### config.mk
export PLATFORM = sky130hd
export DESIGN_NAME = wu_sched
export DESIGN_NICKNAME = d
export VERILOG_FILES = /design/src/rtl/wu_sched.sv
export SDC_FILE = /design/constraint.sdc
export NUM_CORES = 1
export LEC_CHECK = 0
export ABC_AREA = 1
export ABC_CLOCK_PERIOD_IN_PS = 2240
export BUFFER_PORTS_ARGS = -buffer_cell sky130_fd_sc_hd__buf_2
export CORE_AREA = 2 2 103 145
export DETAILED_ROUTE_END_ITERATION = 10
export DIE_AREA = 0 0 105 147
export PLACE_DENSITY_LB_ADDON = 0.12
export SYNTH_ARGS = -nofsm -noshare
export SYNTH_HDL_FRONTEND = slang
export SYNTH_SLANG_ARGS = --single-unit
### constraint.sdc
create_clock -name clk -period 2.24 [get_ports clk]
set_input_delay 0.448 -clock clk [delete_from_list [all_inputs] [get_ports clk]]
set_output_delay 0.448 -clock clk [all_outputs]
set_load 0.005 [all_outputs]
### src/rtl/wu_sched.sv
// Weight-update scheduler: walks NUM_GATES weight banks row by row with a drain
// pause after each row, and replays every read as a write-back WB_LAT steps later.
//
// state   | meaning
// IDLE    | waiting for start
// RUN     | one read per non-stalled cycle along the current row
// PAUSE   | PAUSE_LEN idle cycles after a row; picks next row/gate or drain
// DRAIN   | WB_LAT cycles flushing outstanding write-backs
// DONE    | one-cycle done pulse
module wu_sched #(
  parameter int ADDR_WIDTH = 12,
  parameter int ROW_LEN    = 53,
  parameter int NUM_ROWS   = 53,
  parameter int PAUSE_LEN  = 2,
  parameter int NUM_GATES  = 4,
  parameter int WB_LAT     = 3,
  parameter int GATE_WIDTH = 2
) (
  input  logic                  clk,
  input  logic                  rst,
  input  logic                  start,
  input  logic                  stall,
  output logic                  busy,
  output logic                  done,
  output logic                  rd_en,
  output logic [ADDR_WIDTH-1:0] rd_addr,
  output logic [GATE_WIDTH-1:0] rd_gate,
  output logic                  wr_en,
  output logic [ADDR_WIDTH-1:0] wr_addr,
  output logic [GATE_WIDTH-1:0] wr_gate
);

  localparam int CW   = $clog2(ROW_LEN + 1);
  localparam int RW   = $clog2(NUM_ROWS + 1);
  localparam int TMAX = (PAUSE_LEN > WB_LAT) ? PAUSE_LEN : WB_LAT;
  localparam int TW   = $clog2(TMAX + 1);

  localparam logic [CW-1:0]         COL_LAST   = CW'(ROW_LEN - 1);
  localparam logic [RW-1:0]         ROW_LAST   = RW'(NUM_ROWS - 1);
  localparam logic [GATE_WIDTH-1:0] GATE_LAST  = GATE_WIDTH'(NUM_GATES - 1);
  localparam logic [TW-1:0]         PAUSE_LOAD = TW'(PAUSE_LEN - 1);
  localparam logic [TW-1:0]         DRAIN_LOAD = TW'(WB_LAT - 1);

  typedef enum logic [2:0] {
    S_IDLE  = 3'd0,
    S_RUN   = 3'd1,
    S_PAUSE = 3'd2,
    S_DRAIN = 3'd3,
    S_DONE  = 3'd4
  } state_t;

  state_t state, state_nxt;

  logic [CW-1:0]         col, col_nxt;
  logic [RW-1:0]         row, row_nxt;
  logic [GATE_WIDTH-1:0] gate, gate_nxt;
  logic [ADDR_WIDTH-1:0] addr, addr_nxt;
  logic [TW-1:0]         tmr, tmr_nxt;

  logic                  rd_en_nxt;
  logic [ADDR_WIDTH-1:0] rd_addr_nxt;
  logic [GATE_WIDTH-1:0] rd_gate_nxt;
  logic                  busy_nxt;
  logic                  done_nxt;
  logic                  adv;

  logic                  dl_en   [WB_LAT];
  logic [ADDR_WIDTH-1:0] dl_addr [WB_LAT];
  logic [GATE_WIDTH-1:0] dl_gate [WB_LAT];

  always_ff @(posedge clk or negedge rst) begin
    if (!rst) state <= S_IDLE;
    else      state <= state_nxt;
  end

  always_comb begin
    state_nxt   = state;
    col_nxt     = col;
    row_nxt     = row;
    gate_nxt    = gate;
    addr_nxt    = addr;
    tmr_nxt     = tmr;
    rd_en_nxt   = 1'b0;
    rd_addr_nxt = rd_addr;
    rd_gate_nxt = rd_gate;
    busy_nxt    = (state != S_IDLE);
    done_nxt    = 1'b0;
    adv         = 1'b0;

    case (state)
      S_IDLE: begin
        if (start) begin
          state_nxt = S_RUN;
          col_nxt   = '0;
          row_nxt   = '0;
          gate_nxt  = '0;
          addr_nxt  = '0;
        end
      end
      S_RUN: begin
        if (!stall) begin
          adv         = 1'b1;
          rd_en_nxt   = 1'b1;
          rd_addr_nxt = addr;
          rd_gate_nxt = gate;
          if (col == COL_LAST) begin
            col_nxt   = '0;
            tmr_nxt   = PAUSE_LOAD;
            state_nxt = S_PAUSE;
          end else begin
            col_nxt  = col + 1'b1;
            addr_nxt = addr + 1'b1;
          end
        end
      end
      S_PAUSE: begin
        if (!stall) begin
          adv = 1'b1;
          if (tmr != '0) begin
            tmr_nxt = tmr - 1'b1;
          end else if (row != ROW_LAST) begin
            // addr still points at the last column read, so +1 starts the next row
            row_nxt   = row + 1'b1;
            addr_nxt  = addr + 1'b1;
            state_nxt = S_RUN;
          end else if (gate != GATE_LAST) begin
            gate_nxt  = gate + 1'b1;
            row_nxt   = '0;
            addr_nxt  = '0;
            state_nxt = S_RUN;
          end else begin
            tmr_nxt   = DRAIN_LOAD;
            state_nxt = S_DRAIN;
          end
        end
      end
      S_DRAIN: begin
        if (!stall) begin
          adv = 1'b1;
          if (tmr == '0) state_nxt = S_DONE;
          else           tmr_nxt   = tmr - 1'b1;
        end
      end
      S_DONE: begin
        done_nxt  = 1'b1;
        state_nxt = S_IDLE;
      end
      default: state_nxt = S_IDLE;
    endcase
  end

  always_ff @(posedge clk or negedge rst) begin
    if (!rst) begin
      col     <= '0;
      row     <= '0;
      gate    <= '0;
      addr    <= '0;
      tmr     <= '0;
      busy    <= 1'b0;
      done    <= 1'b0;
      rd_en   <= 1'b0;
      rd_addr <= '0;
      rd_gate <= '0;
      wr_en   <= 1'b0;
      wr_addr <= '0;
      wr_gate <= '0;
      for (int i = 0; i < WB_LAT; i++) begin
        dl_en[i]   <= 1'b0;
        dl_addr[i] <= '0;
        dl_gate[i] <= '0;
      end
    end else begin
      col     <= col_nxt;
      row     <= row_nxt;
      gate    <= gate_nxt;
      addr    <= addr_nxt;
      tmr     <= tmr_nxt;
      busy    <= busy_nxt;
      done    <= done_nxt;
      rd_en   <= rd_en_nxt;
      rd_addr <= rd_addr_nxt;
      rd_gate <= rd_gate_nxt;
      // delay line only moves on non-stalled sequencing cycles
      if (adv) begin
        wr_en   <= dl_en[WB_LAT-1];
        wr_addr <= dl_addr[WB_LAT-1];
        wr_gate <= dl_gate[WB_LAT-1];
        for (int i = WB_LAT - 1; i > 0; i--) begin
          dl_en[i]   <= dl_en[i-1];
          dl_addr[i] <= dl_addr[i-1];
          dl_gate[i] <= dl_gate[i-1];
        end
        dl_en[0]   <= rd_en_nxt;
        dl_addr[0] <= rd_addr_nxt;
        dl_gate[0] <= rd_gate_nxt;
      end else begin
        wr_en <= 1'b0;
      end
    end
  end

endmodule

==> results of run 1 <==
==> timing repair <==
| item | in CTS | in global routing |
|---|---|---|
| endpoints found under the hold margin | 19 | 0 |
| endpoints found under the setup margin | 0 | 0 |
| hold buffers | 1 | 0 |
| resized for setup | 0 | 0 |
==> power groups by stage <==
stage          logic [mW]  clock network, mW  registers [mW]
5_1_grt              2.64               2.01            2.81
4_1_cts              2.35               1.93            2.75
3_5_place_dp         2.33                  0            2.78
6_report             2.30               1.86            2.74
3_3_place_gp         2.30                  0            2.77
2_1_floorplan        1.69                  0            2.74
==> per-layer routing <==
layer | vias to the layer above | share of wire [%] | global-route usage, %
li1 | 1928 | - | -
met1 | 1763 | 46 | 18.1
met2 | 54 | 50 | 23.8
met3 | 8 | 2.3 | 2.80
met4 | 0 | 1.6 | 5.13
met5 | - | 0 | 0
==> registers in the layout, indices dropped and copies added (netlist names) <==
register,flops
rd_gate,2
dl_gate,6
dl_en,3
col,6
row,6
rd_addr,12
wr_addr,12
rd_en,1
dl_addr,36
busy,1
gate,2
addr,12
wr_en,1
state,3
tmr,2
wr_gate,2
done,1
==> synth_stat cells (2+ instances only) <==
cell type	number
nand4_1	9
buf_4	4
nor2_4	4
a21oi_1	9
buf_1	2
buf_2	5
o21ai_1	11
nor2_1	26
dfrtp_1	108
o21ai_0	53
o22ai_1	2
ha_1	8
nand2_2	2
nand2_1	214
inv_1	47
inv_2	8
nor3_1	6
nand3_1	33
xor2_1	3
a31oi_1	4
nor2_2	2
clkbuf_1	5
==> layout by cell type (no fill, tap or decap), drive strengths merged <==
master       count
ha               8
o21ai           65
a31oi            4
xnor2            1
nand4            9
a21o             1
buf             42
and3             1
clkinv           1
clkbuf          10
and2             1
nor3             6
bufinv           3
a21oi            9
nand3           34
or2              1
o22ai            2
dlygate4sd3      1
xor2             3
inv             59
dfrtp          108
nand2          216
nor2            33
nand3b           1
==> worst paths after layout <==
| path | start | to | slack (ns) | cells after the start |
|---|---|---|---|---|
| setup / recovery | state[2] | addr[1] | 0.29 | 10 |
| hold / removal | stall | rd_en | 0.46 | 2 |
| setup reg to reg | state[2] | addr[1] | 0.29 | 10 |
| hold reg to reg | dl_addr[15] | dl_addr[15] | 0.47 | 2 |
| max in group asynchronous | rst | gate[1] | 1.13 | 3 |
| min in group asynchronous | rst | wr_addr[1] | 0.52 | 2 |
==> cell type report <==
cell class	instances	area [sq um]
Inverter	57	216
Clock inverter	6	116
Fill cell	1517	8570
Tap cell	189	236
Multi-Input combinational cell	395	1830
Sequential cell	108	2700
Clock buffer	10	239
Timing Repair Buffer	43	265
==> worst reg2reg max path, cell delays in order (launching register included) <==
cell and delay (ns):
dfrtp_1 0.44, nor2_4 0.17, nand2_2 0.12, inv_4 0.18, o21ai_2 0.11, o21ai_0 0.08
nand2_1 0.11, nor2_4 0.33, inv_2 0.15, nand2_1 0.09, nand2_1 0.06
==> logic make-up after synthesis <==
kind of cell | Yosys count | synth area share, %
adder cells (fa/ha/maj) | 8 | 2.07
XOR/XNOR | 4 | 0.723
AND/OR/NAND/NOR | 302 | 26.4
flip-flops | 108 | 55.8
buffers and inverters | 74 | 6.38
AO/OA/AOI/OAI | 81 | 8.65
==> metrics, run 1 <==
Worst Skew=between 0.007 and 0.008 ns; Avg Inst Size Synth=between 8 and 9 sq um; core outline area=around 14000 sq um; commonest register cell after synthesis=dfrtp_1; GRT Total Usage=between 10% and 20%; hold crit path type=primary input to register; Pwr per Cell Area=1230 nW/um^2; H-tree levels=3; CP required=between 2 and 2.5 ns; Max Clock Freq=around 510 MHz; Sw Share=37.8%; cell area after layout=5610 sq um; Period minus WS final=roughly 2 ns; final setup violating endpoints=0; crit path DAT=between 2 and 2.5 ns; later-pin clock latency in the skew report=approximately 0.34 ns; GPL Wtd Cong=between 0.8 and 0.9; Worst VDD drop=around 550 uV; Worst-Margin Slew=~0.85 ns; fin util=39.5%; CTS max path bufs=2; Place WS=0.278 ns; die area=around 15000 sq um; DR iter-0 viols=approximately 270; RSZ-0062 raised after global routing=no; final wirelength=10200 microns; Starting Density=around 34%; synth-to-layout area growth=15.8%; Via density=~4.6; DRT Pass-1 Iters=4; Final ANT Viol Nets=0; total power=6.89 mW; Non-Filler Instances=approximately 810; slew margin rel.=between 40% and 50%; share of total power in combinational logic=approximately a third; Worst Path Max Fanout=17; DR DRC count=0; drt wl/cell=12.7 microns; Rows=52; WHS=between 0.4 and 0.5 ns; syn_nets=between 500 and 600; Tcrit/Tclk final=87.1%; P_leak=2.83 nW; Critical Path Start Type=register; Post-Syn Area=4840 sq um; Die Ht=between 100 and 150 microns; gr ovfl total=0; placed cell areas=roughly 5200 sq um; clk sinks=roughly 110; vias in the first global route=between 3000 and 4000; cell family with most CP delay=simple AND/OR/NAND/NOR gates; layout cells sized above 1=about an eighth; Switching Power=roughly 2.6 mW; Fin Setup TNS=0 ns; first-pass GRT wire length=approximately 18000 microns; number of port buffers=35; WP buf/inv=2; Post-CTS Setup Repair Bufs=0; dominant cells by area after synthesis=dfrtp_1, nand2_1, o21ai_0, inv_1, nand3_1; initial antenna violation count=0; P_int=~4.3 mW; die span in x=~110 microns; vias=approximately 3800; Final Hold Vio Count=0; dpl hpwl=7150 microns; Max Cap Viol=0; register area share after synthesis=a little under three fifths; sequential fraction of design power=between 30% and 40%; status=finished clean; CP endpoint kind=register; CTS root buffer=clkbuf_16; post-synthesis cell count=approximately 580; synth warn=0; Clock Power Share=between 20 and 30%; crit path cell chain=nor2_4 -> nand2_2 -> inv_4 -> o21ai_2 -> o21ai_0 -> nand2_1 -> nor2_4 -> inv_2 -> nand2_1 -> nand2_1; Synth top area share=55.8%; CP peak stage delay=0.44 ns; final worst slack=approximately 0.29 ns; Yosys top cell by area=dfrtp_1; CTS tree=built; Final nets=approximately 630; Distinct cells, synth=34; crit-path most repeated cell=nand2_1; Clock Pin Slew Worst Setup and Hold Paths=about 0.07 ns; largest net degree at the start of global routing=between 60 and 70; diodes inserted=0; TritonCTS Buffers=9; Post-Place Cells=between 700 and 800; number of synthesized register bits=108; Crit Path Class=register to register; Slowest-stage cell, CP=dfrtp_1; Slew Limit Fails=0; # IOs=36; FFs w/ async S/R, synth=100%; EDFF count, synth=0
Note: power is estimated with default switching activity, not from simulation.
==> run 2, diff against run 1 <==
Settings changed: CELL_PAD_IN_SITES_DETAIL_PLACEMENT set to 1, CELL_PAD_IN_SITES_GLOBAL_PLACEMENT set to 2.
==> metrics, run 2 (same netlist as run 1, synthesis figures left out) <==
status=finished clean; P_int=about 4.0 mW; crit-path most repeated cell=nor2_4; worst r2r path cells=7; Period minus WS final=between 1.5 and 2 ns; Rows=52; layout cells sized above 1=about an eighth; Clock Power Share=23.0%; Switching Power=2.75 mW; Slowest-stage cell, CP=inv_2; synth-to-layout area growth=14.6%; Worst Path Max Fanout=56; post_cts resized=0; most frequent cells in the layout=nand2_1, dfrtp_1, o21ai_0, inv_1, buf_2; vias=3819; WHS=just over 0.06 ns; final setup violating endpoints=0; CP endpoint kind=register; Clock Pin Slew Worst Setup and Hold Paths=0.08 ns; final wirelength=between 10000 and 15000 microns; Die Ht=147 microns; Final ANT Viol Nets=0; Non-Filler Instances=roughly 800; final worst slack=0.291 ns; # IOs=36; vias in the first global route=4056; CTS hold repair buffers=0; number of port buffers=35; CTS max path bufs=2; Max Clock Freq=513 MHz; Via density=around 4.7; P_leak=~2.8 nW; Worst Skew=between 0.01 and 0.015 ns; clk sinks=approximately 110; DRT Pass-1 Iters=4; TritonCTS Buffers=9; CP peak stage delay=~0.62 ns; Slew Limit Fails=0; number of flip-flops in the largest register=36; hold crit path type=primary input to async pin; met1 usage=a little under a fifth; Final Hold Vio Count=0; diodes inserted=0; later-pin clock latency in the skew report=~0.35 ns; DR DRC count=0; Post-Place Cells=a little under 800; gr ovfl total=0; CTS root buffer=clkbuf_16; slew margin rel.=a little over two fifths; largest net degree at the start of global routing=64; GR Util met2=29.3%; Top Usage Layer GRT=met2; most common cell after layout, fill and taps aside=nand2_1; crit path cell chain=nor2_4 -> nand2_2 -> inv_4 -> nor2_4 -> nor2_8 -> inv_2 -> o21ai_0; GPL Wtd Cong=between 0.7 and 0.8; fin util=between 30 and 40%; Max Cap Viol=0; die area=15400 sq um; cell family with most CP delay=buffers and inverters; Tcrit/Tclk final=roughly 87%; drt wl/cell=~14 microns; CP required=about 2.4 ns; cell count along the critical path=7; H-tree levels=3; Critical Path Start Type=register; Starting Density=between 30 and 40%; Crit Path Class=register to register; Fill cells=1751; largest register by flop count=dl_addr; Worst VDD drop=roughly 570 uV; RSZ-0062 raised after global routing=no; initial antenna violation count=0; Fin Setup TNS=0 ns; crit path DAT=2.13 ns; CTS tree=built; GRT Total Usage=15.9%; dpl hpwl=between 8000 and 9000 microns; Place WS=roughly 0.25 ns; share of total power in combinational logic=between 30 and 40%; die span in x=105 microns; core outline area=~14000 sq um; Worst-Margin Slew=0.847 ns; DR iter-0 viols=140; WP buf/inv=2; GR Util met3=under 10%; sequential fraction of design power=around two fifths; Post-CTS Setup Repair Bufs=0; first-pass GRT wire length=roughly 20000 microns; Final nets=626; Sw Share=around two fifths; Pwr per Cell Area=1210 nW/um^2
-- run 2: worst paths after layout --
kind,from,end,slack (ns)
max in group asynchronous,rst,rd_addr[8],1.59
worst max-delay path,state[1],wr_addr[4],0.29
worst max register to register,state[1],wr_addr[4],0.29
worst min register to register,dl_addr[18],dl_addr[18],0.47
min in group clk,stall,rd_en,0.45
worst min-delay path,rst,wr_addr[2],0.06
-- run 2: worst register-to-register path, cell delays in order, from the launching register on --
cell     delay (ns)
dfrtp_1        0.45
nor2_4         0.06
nand2_2        0.13
inv_4          0.12
nor2_4         0.15
nor2_8         0.05
inv_2          0.62
o21ai_0        0.20
-- run 2: per-stage QoR --
stage,cell area [sq um],power [mW]
floorplan,4840,4.43
global placement,5260,5.22
detailed placement,5260,5.28
CTS,5550,6.87
global route,5550,7.29
finish,5550,6.73
-- run 2: cell type report --
cell class                      instances  area [sq um]  area share, %
Tap cell                              189           236           4.26
Clock inverter                          6          61.3           1.10
Inverter                               57           216           3.90
Multi-Input combinational cell        395          1830           33.0
Sequential cell                       108          2700           48.7
Clock buffer                            9           225           4.06
Timing Repair Buffer                   43           275           4.96
-- run 2: power groups by stage --
stage                     Clock [mW]  Sequential [mW]  Combinational [mW]
after floorplan                    0             2.74                1.69
after global placement             0             2.79                2.42
after detailed placement           0             2.82                2.46
after CTS                       1.61             2.78                2.48
after global routing            1.67             2.84                2.78
final                           1.55             2.77                2.41
-- run 2: layer usage --
metal / wire length, microns / up-vias
met5: 0 / -
met3: 199 / 15
li1: - / 1905
met4: 217 / 0
met1: 5000 / 1857
met2: 6020 / 42
==> run 3, diff against run 2 <==
Settings changed: REMOVE_ABC_BUFFERS set to 1, SKIP_CTS_REPAIR_TIMING set to 1.
==> metrics, run 3 (same netlist as run 1, synthesis figures left out) <==
largest register by flop count=dl_addr; crit path DAT=~2.2 ns; GPL Wtd Cong=a little over 0.8; number of flip-flops in the largest register=36; Slew Limit Fails=0; # IOs=36; Tcrit/Tclk final=between 80% and 90%; hold crit path type=primary input to async pin; core outline area=roughly 14000 sq um; DR DRC count=0; Final Hold Vio Count=0; CP endpoint kind=register; Starting Density=~34%; number of port buffers=35; GR Util met3=under 10%; P_leak=around 2.8 nW; Clock Power Share=22.5%; dpl hpwl=slightly below 8000 microns; sequential fraction of design power=approximately two fifths; Switching Power=between 2 and 3 mW; P_int=around 4 mW; clk sinks=between 100 and 150; r2r startpoint=row[0]; first-pass GRT wire length=19900 microns; synth-to-layout area growth=14.6%; gr ovfl total=0; CTS max path bufs=2; WHS=between 0.06 and 0.07 ns; crit path cell chain=inv_1 -> ha_1 -> nand3_1 -> nor2_2 -> clkinv_1 -> nand3_1 -> o21ai_0 -> nand2_1 -> nand2_1; cell family with most CP delay=simple AND/OR/NAND/NOR gates; Critical Path Start Type=register; Die Ht=around 150 microns; Sw Share=roughly two fifths; Via density=~4.7; largest net degree at the start of global routing=64; worst r2r path cells=9; diodes inserted=0; Rows=52; die span in x=between 100 and 150 microns; WP buf/inv=2; r2r setup slk=0.31 ns; Fill cells=around 1800; later-pin clock latency in the skew report=0.34 ns; Max Clock Freq=about 520 MHz; slew margin rel.=between 60% and 70%; share of total power in combinational logic=a little over a third; GR Util met2=a little under 30%; total power=approximately 6.7 mW; Worst Skew=approximately 0.0085 ns; Final ANT Viol Nets=0; CTS tree=built; layout cells sized above 1=12.7%; status=finished clean; Pwr per Cell Area=around 1200 nW/um^2; CP required=between 2 and 2.5 ns; vias in the first global route=roughly 4100; Slowest-stage cell, CP=dfrtp_1; TritonCTS Buffers=9; H-tree levels=3; CP peak stage delay=around 0.4 ns; most frequent cells in the layout=nand2_1, dfrtp_1, o21ai_0, inv_1, buf_2; final worst slack=slightly above 0.3 ns; drt wl/cell=13.9 microns; DR iter-0 viols=between 100 and 150; GRT Total Usage=15.8%; Crit Path Class=register to register; Period minus WS final=around 1.9 ns; CTS root buffer=clkbuf_16; Worst Path Max Fanout=10; Max Cap Viol=0; RSZ-0062 raised after global routing=no; FF-to-FF End=addr[8]; DRT Pass-1 Iters=4; initial antenna violation count=0; Top Usage Layer GRT=met2; Fin Setup TNS=0 ns; final setup violating endpoints=0; Place WS=~0.16 ns; most common cell after layout, fill and taps aside=nand2_1; final wirelength=about 11000 microns; Clock Pin Slew Worst Setup and Hold Paths=approximately 0.070 ns; Worst-Margin Slew=0.564 ns; Worst VDD drop=577 uV; Final nets=approximately 630; met1 usage=19.0%; die area=15400 sq um; vias=around 3800
[run 3: cell types whose count changed in the layout (fill, tap and decap cells not counted), sizes merged]
cell | before | now
buf | 43 | 44
clkbuf | 9 | 11
clkinv | 4 | 3
[run 3: worst max-delay path by stage]
stage / start / endpoint / slack (ns) / depth (start not counted)
final: row[0] / addr[8] / 0.31 / 9
after global routing: row[0] / addr[7] / 0.12 / 9
after CTS: state[2] / wr_addr[3] / 0.15 / 7
after detailed placement: state[2] / wr_addr[3] / 0.16 / 7
after global placement: state[2] / wr_addr[1] / 0.26 / 7
after floorplan: state[2] / wr_addr[0] / 0.22 / 8
[run 3: routing by layer]
metal	wire [microns]	share of wire (%)
met2	5920	53
met5	0	0
met3	180	1.6
met1	5010	45
met4	116	1.0
[run 3: per-stage QoR]
stage	utilization (%)	area, sq um	instances
2_1_floorplan	-	4750	560
3_3_place_gp	37.2	5270	793
3_5_place_dp	37.2	5270	793
4_1_cts	39.1	5550	809
5_1_grt	39.1	5550	809
6_report	39.1	5550	809
[run 3: final cells by class]
| class | instances | area [sq um] | area share [%] |
|---|---|---|---|
| Clock buffer | 11 | 233 | 4.19 |
| Clock inverter | 5 | 45.0 | 0.811 |
| Inverter | 57 | 219 | 3.94 |
| Multi-Input combinational cell | 395 | 1830 | 33.0 |
| Sequential cell | 108 | 2700 | 48.7 |
| Tap cell | 189 | 236 | 4.26 |
| Timing Repair Buffer | 44 | 283 | 5.09 |
[run 3: power by group through the flow]
stage | combinational [mW] | sequential (mW) | clock, mW
detailed placement | 2.49 | 2.79 | 0
global route | 2.82 | 2.82 | 1.64
global placement | 2.44 | 2.77 | 0
finish | 2.42 | 2.75 | 1.50
CTS | 2.51 | 2.76 | 1.58
floorplan | 1.53 | 2.74 | 0
